[src/rtl/clock_gen_multi.sv]
// clock_gen_multi: NUM_CH independent integer clock dividers driven by one
// input clock. Each channel produces a registered 50%-ish divided clock and a
// one-cycle tick on the last cycle of its period. Divisors are reprogrammed
// through a valid/ready port; a new divisor is staged in a shadow register
// and only takes effect on a period boundary, so a divided clock never shows
// a runt or stretched pulse.
module clock_gen_multi #(
  parameter int NUM_CH = 4,
  parameter int DIV_W  = 8,
  parameter int CH_W   = 2
) (
  input  logic              clock,
  input  logic              reset,
  input  logic [NUM_CH-1:0] en,
  input  logic              sync_rst,
  input  logic              cfg_valid,
  output logic              cfg_ready,
  input  logic [CH_W-1:0]   cfg_ch,
  input  logic [DIV_W-1:0]  cfg_div,
  output logic              cfg_err,
  output logic [NUM_CH-1:0] clk_out,
  output logic [NUM_CH-1:0] tick
);

  localparam logic [DIV_W-1:0] ONE = DIV_W'(1);
  localparam logic [DIV_W-1:0] TWO = DIV_W'(2);

  // Per-channel state.
  logic [DIV_W-1:0]  div_q    [NUM_CH];  // active divisor D
  logic [DIV_W-1:0]  cnt_q    [NUM_CH];  // position in period, 0..D-1
  logic [DIV_W-1:0]  shadow_q [NUM_CH];  // staged divisor, valid while pending
  logic [NUM_CH-1:0] pending_q;
  logic [NUM_CH-1:0] clk_q;
  logic              cfg_err_q;

  // Next-state values.
  logic [DIV_W-1:0]  div_d [NUM_CH];
  logic [DIV_W-1:0]  cnt_d [NUM_CH];
  logic [NUM_CH-1:0] pending_d;
  logic [NUM_CH-1:0] clk_d;
  logic [NUM_CH-1:0] wrap;
  logic [NUM_CH-1:0] restart;
  logic [NUM_CH-1:0] apply;

  // Configuration port decode.
  logic [NUM_CH-1:0] ch_sel;
  logic              ch_in_range;
  logic              div_legal;
  logic              accept;
  logic              accept_good;
  logic              accept_bad;

  // One-hot decode of the target channel; an out-of-range channel selects none.
  always_comb begin
    // NOTE: every variable written in a combinational block gets a default
    // first, so no path can leave it unassigned and infer a latch.
    ch_sel = '0;
    for (int i = 0; i < NUM_CH; i++) begin
      ch_sel[i] = (32'(cfg_ch) == i);
    end
  end

  assign ch_in_range = |ch_sel;
  assign div_legal   = (cfg_div >= TWO);

  // A channel with a write in flight blocks further writes to it; a
  // nonexistent channel never blocks, so its write is taken and rejected.
  assign cfg_ready   = ~|(pending_q & ch_sel);
  assign accept      = cfg_valid & cfg_ready;
  assign accept_good = accept & ch_in_range & div_legal;
  assign accept_bad  = accept & ~(ch_in_range & div_legal);

  // Per-channel counter, divisor swap and clock-level computation.
  always_comb begin
    wrap      = '0;
    restart   = '0;
    apply     = '0;
    pending_d = pending_q;
    clk_d     = '0;
    div_d     = div_q;
    cnt_d     = cnt_q;
    for (int i = 0; i < NUM_CH; i++) begin
      // Last cycle of an enabled period: the edge ending it is the only
      // point where an enabled channel may change its divisor.
      wrap[i]    = en[i] && (cnt_q[i] == (div_q[i] - ONE));
      // Any of these return the counter to 0 on the coming edge.
      restart[i] = sync_rst || !en[i] || wrap[i];
      // A staged divisor is taken only at a restart, so the period in
      // progress always completes with its original length.
      apply[i]   = pending_q[i] && restart[i];

      div_d[i]   = apply[i] ? shadow_q[i] : div_q[i];
      cnt_d[i]   = restart[i] ? '0 : (cnt_q[i] + ONE);
      // Register the level the output must show for the next count so that
      // clk_out is a flop yet tracks cnt/D in the same cycle.
      clk_d[i]   = (cnt_d[i] >= (div_d[i] >> 1));

      // A write landing on the same edge as a swap is a fresh request and
      // stays pending for the following boundary.
      pending_d[i] = (pending_q[i] && !apply[i]) || (accept_good && ch_sel[i]);
    end
  end

  // Control and counter state, cleared asynchronously by reset.
  always_ff @(posedge clock or posedge reset) begin
    // NOTE: sequential state is updated with non-blocking assignments so every
    // flop samples pre-edge values regardless of statement order.
    if (reset) begin
      for (int i = 0; i < NUM_CH; i++) begin
        div_q[i] <= DIV_W'(2 * (i + 1));
        cnt_q[i] <= '0;
      end
      pending_q <= '0;
      clk_q     <= '0;
      cfg_err_q <= 1'b0;
    end else begin
      for (int i = 0; i < NUM_CH; i++) begin
        div_q[i] <= div_d[i];
        cnt_q[i] <= cnt_d[i];
      end
      pending_q <= pending_d;
      clk_q     <= clk_d;
      cfg_err_q <= accept_bad;
    end
  end

  // Shadow divisors capture accepted legal writes.
  always_ff @(posedge clock) begin
    // NOTE: the shadow registers are deliberately left without reset; their
    // contents are only ever used while the matching pending bit is set, and
    // that bit is cleared by reset.
    for (int i = 0; i < NUM_CH; i++) begin
      if (accept_good && ch_sel[i]) begin
        shadow_q[i] <= cfg_div;
      end
    end
  end

  assign clk_out = clk_q;
  assign tick    = wrap;
  assign cfg_err = cfg_err_q;

endmodule

[config.mk]
export PLATFORM = sky130hd
export DESIGN_NAME = clock_gen_multi
export DESIGN_NICKNAME = d
export VERILOG_FILES = /design/src/rtl/clock_gen_multi.sv
export SDC_FILE = /design/constraint.sdc
export NUM_CORES = 1
export LEC_CHECK = 0
export ABC_AREA = 1
export CORE_AREA = 2 2 130 132
export CTS_BUF_LIST = sky130_fd_sc_hd__clkbuf_4
export DETAILED_ROUTE_END_ITERATION = 16
export DIE_AREA = 0 0 132 134
export MAX_ROUTING_LAYER = met4
export REMOVE_ABC_BUFFERS = 1
export SLEW_MARGIN = 20
export SYNTH_ARGS = -nofsm -noshare
export SYNTH_HDL_FRONTEND = slang
export SYNTH_SLANG_ARGS = --single-unit
[constraint.sdc]
create_clock -name clock -period 3.3 [get_ports clock]
set_input_delay 0.66 -clock clock [delete_from_list [all_inputs] [get_ports clock]]
set_output_delay 0.66 -clock clock [all_outputs]
set_load 0.05 [all_outputs]
Yosys cells after proc, flatten, opt, wreduce, memory -nomap -nowiden
Memories as Yosys holds them, arrays and structs flattened.
Index checks and enable logic that the tools add are counted.
Word-level totals
  register bits: 73
  RAM bits: 32
  bits of input ports: 18
  output and inout bits: 10
  memories: 1
Cells by class
  add/sub/neg operators: 8
  $lt $le $gt $ge: 5
  equality and inequality tests: 7
  muxes and demuxes: 25
  bitwise operators: 7
  reductions and logical operators: 43
Memory list
  shadow_q: words 4, bits a word 8, rd ports 4, clocked after memory_dff 0, write ports 1, RTL line 31  | logic [DIV_W-1:0] shadow_q [NUM_CH];
Operators by type and width (number)
  $mux W8: 11
  $add A8 B1 Y8 const B: 4
  $eq A8 B8 Y1: 4
  $ge A8 B7 Y1: 4
  $sub A8 B1 Y8 const B: 4
  $reduce_or A8 Y1: 3
  $logic_and A1 B1 Y1: 16
  $logic_or A1 B1 Y1: 12
  $mux W1: 11
  $logic_not A1 Y1: 9
  $ge A8 B2 Y1 const B: 1
  $reduce_or A4 Y1: 2
  $mux W2: 3
  $and A1 B1 Y1: 5
  $and A4 B4 Y4: 1
  $eq A2 B2 Y1 const B: 2
  $eq A2 B1 Y1 const B: 1
  $logic_not A2 Y1: 1
  $not A1 Y1: 1

Logic depth before layout (Yosys ltp)
  depth in word-level cells: 14
  depth in mapped cells: 31
  mapped depth without buffers: 30

Least setup slack after synthesis
OpenSTA, ideal clock, no wires.
  path type: register -> register
  from: register div_q[25] (netlist name)
  to: register clk_q[0] (netlist: clk_out[0])
  setup time: 116 ps
  data arrival time: 2696 ps
  data required time: 3184 ps
  path slack: 489 ps
  stages on the path, launching flop included: 27
  path buffers: 1
  period minus slack after synthesis: 2811 ps
  path through: dfstp_2 -> inv_1 -> ha_1 -> a21oi_1 -> o21ai_0 -> nor2_1 -> nand2_1 -> nor2_1 -> nand3_1 -> nand2_2 -> nand2_2 -> buf_2 -> nand2_1 -> nand2_1 -> ha_1 -> o21ai_0 -> nand2_1 -> nand2_1 -> nand2_1 -> nand2_1 -> nand2_1 -> nand2_1 -> nand2_1 -> nand2_1 -> nand2_1 -> nand2_1 -> nand2_1
RTL lines
  start: declaration: RTL line 29  | logic [DIV_W-1:0] div_q [NUM_CH];
  start signal: indexed assignment: RTL line 110  | div_q[i] <= DIV_W'(2 * (i + 1));
  start signal: indexed assignment: RTL line 118  | div_q[i] <= div_d[i];
  end signal: assignment: RTL line 122  | clk_q <= clk_d;
  end: declaration: RTL line 33  | logic [NUM_CH-1:0] clk_q;

Worst setup path after layout
  from: register div_q[25] (netlist name)
  to: output port tick[0]
Between the ends
  cells in the longest elaborated chain, start to end: 3
RTL lines
  $sub A8 B1 Y8: RTL line 85  | wrap[i] = en[i] && (cnt_q[i] == (div_q[i] - ONE));
  $eq A8 B8 Y1: RTL line 85
  $logic_and A1 B1 Y1: RTL line 85
  end: declaration: RTL line 22  | output logic [NUM_CH-1:0] tick
No other way between the ends.

==> metrics.yaml <==
status: "completed"
setup_viol: 0
dieWidth_um: 132
cp_slowest_stage_delay_ns: 0.56
viasPerCell: 4.54
synth_top_area_share: 0.267
cts_sinks: 105
crit_arrival_ns: 2.34
first_pass_iters: 4
hold_class: "reg -> reg"
critPathSlowestCell: "dfstp_2"
dieArea_sq_um: 17700
post_synth.cell_area_avg_sq_um: 7.71
clk_path_buf_depth: 2
final_core_util: 0.444
io_buffers: 27
syn_inst: 828
path_cells: "inv_1 > ha_1 > a21oi_1 > o21ai_0 > nor2_1 > nand2_1 > nor2_1 > nand3_2 > buf_4 > inv_1 > buf_12"
power.leakage_nw: 3.76
rows: 47
drc: 0
dp.cells: 1085
period_needed_ns: 3.00
yosysMostFrequentCell: "nand2_1"
clk-insertion-delay-late_ns: 0.47
power_mw: 3.25
ir_worst_vdd_uv: 224
worst_slew_pin_slew_ns: 0.603
stdcell_count: 1105
finalHoldViolations: 0
routed_wl_um: 13300
cts_hold_buffers: 0
start_kind: "flip-flop"
ff2ff_path_depth: 24
synth-seq-cells: 105
maxCapViolations: 0
path_clk_slew_ns: 0.15
fmax_ghz: 0.333
ys_seq_area_frac: 0.438
slew_violations: 0
fin_area_sq_um: 7230
area_growth_pct: 13.3
drt_iter0_markers: 239
cts_buffers: 9
globalRoute.totalOverflow: 0
critical_path_class: "reg -> out"
htree_num_levels: 3
finClkSkew_ns: 0.0125
synth_top_area_cell: "dfrtp_1"
whs_path_depth: 2
final_antenna_net_count: 0
initial_utilization: 0.392
num_io_pins: 28
post-route-period-util: 0.909
fin_nets: 933
clockRootBuffer: "clkbuf_4"
wl_per_cell_um: 12.0
cp_max_fo: 2
synth_edf_count: 32
cts_tree: "yes"
core-area_sq_um: 16300
grt_pass1_wl_um: 22400
drive_above_1_share: 0.101
maxSlewHeadroom: 0.598
antenna_found_initial: 1
synth.distinct_cells: 32
syn_area_sq_um: 6380
cp-end-kind: "primary output"
synth-main-ff-cell: "dfrtp_1"
grt_pass1_vias: 4667
async_flop_share: 0.695
ys_top_cells_by_area: "dfrtp_1 (27%), nand2_1 (16%), edfxtp_1 (15%), inv_1 (7.7%), ha_1 (7.1%)"
worstPathRequired_ns: 2.64
synth_common_cells: "nand2_1 (272), inv_1 (131), nand3_1 (71)"
dp_hpwl_um: 10300
die_h_um: 134
yosysWarnings: 0
grt.total_usage: 0.163
gp_congestion: 0.870
grt_max_degree: 33
p_per_area_nw_per_um2: 449
num_vias: 5015
dpl_cell_area_sq_um: 7070
## cell usage in the layout, fill, tap and decap left out, types with 16 or more instances in the layout
| master | n |
|---|---|
| nand2_1 | 272 |
| nand3_1 | 70 |
| buf_4 | 34 |
| clkdlybuf4s50_1 | 22 |
| dfrtp_1 | 68 |
| inv_1 | 130 |
| nand3b_1 | 21 |
| edfxtp_1 | 32 |
| ha_1 | 36 |
| xor2_1 | 16 |
| nor2_1 | 69 |
## state kept, by name, indices dropped and copies added, names as in the netlist
| register | flops |
|---|---|
| cfg_err | 1 |
| clk_out | 4 |
| div_q | 32 |
| shadow_q | 32 |
| cnt_q | 32 |
| pending_q | 4 |
## path summary, 6_finish.rpt
path	start	endpoint	slack, ns
worst min register to register	div_q[3]	div_q[3]	0.49
max in group asynchronous	reset	div_q[18]	2.08
worst max-delay path	div_q[25]	tick[0]	0.30
worst max register to register	div_q[9]	clk_out[2]	0.33
min in group asynchronous	reset	div_q[29]	0.54
worst min-delay path	div_q[3]	div_q[3]	0.49
## logic make-up (layout without fill, tap and decap cells)
kind of cell	after synthesis	count (layout)	synth area share
other	0	1	0
xor gates and xnor gates	28	28	0.0384
adders and majority gates	36	36	0.0705
DFF	105	105	0.438
and+or+nand+nor	477	477	0.332
AOI/OAI and AO/OA	27	27	0.0223
buffers and inverters	155	211	0.0990
## worst max-delay path: cells and delay by family (launching register included)
kind,cells,cell delay [ns]
AOI/OAI and AO/OA,2,0.21
adders and majority gates,1,0.30
and+or+nand+nor,4,0.37
DFF,1,0.56
buffers and inverters,4,0.43
## power by group
| part | switching (mW) | leakage (nW) | total [mW] | internal (mW) |
|---|---|---|---|---|
| clock network | 0.441 | 0.0671 | 0.604 | 0.162 |
| logic | 0.623 | 2.45 | 1.02 | 0.400 |
| registers | 0.145 | 1.25 | 1.62 | 1.48 |
| total | 1.21 | 3.76 | 3.25 | 2.04 |
## area by class of cell
type	instances	area [sq um]
antenna	1	2.50
clock buffer	9	67.6
clock inverter	7	52.6
fill	1661	9060
inverter	135	508
multi-input combinational	568	2980
sequential	105	2790
tap	220	275
timing repair buffer	60	556
## routing by layer
layer / vias to the layer above / GRT usage / wire, um
met5: - / - / 0
met4: 0 / 0.0562 / 200
met3: 12 / 0.0231 / 403
met2: 57 / 0.249 / 5980
met1: 2255 / 0.223 / 6700
li1: 2691 / - / -
## metrics by stage
| stage | TNS [ns] | hold slack, ns | setup WS [ns] |
|---|---|---|---|
| 2_1_floorplan | 0 | 0.451 | 0.338 |
| 3_3_place_gp | 0 | 0.467 | 0.122 |
| 3_5_place_dp | 0 | 0.472 | 0.0759 |
| 4_1_cts | 0 | 0.494 | 0.291 |
| 5_1_grt | -0.0151 | 0.516 | -0.0151 |
| 6_report | 0 | 0.493 | 0.301 |
## timing repair
action	4_1_cts	5_1_grt
endpoints found under the setup margin	0	2
resized for setup	0	3
buffers inserted	0	3
(Power assumes the default switching activity.)
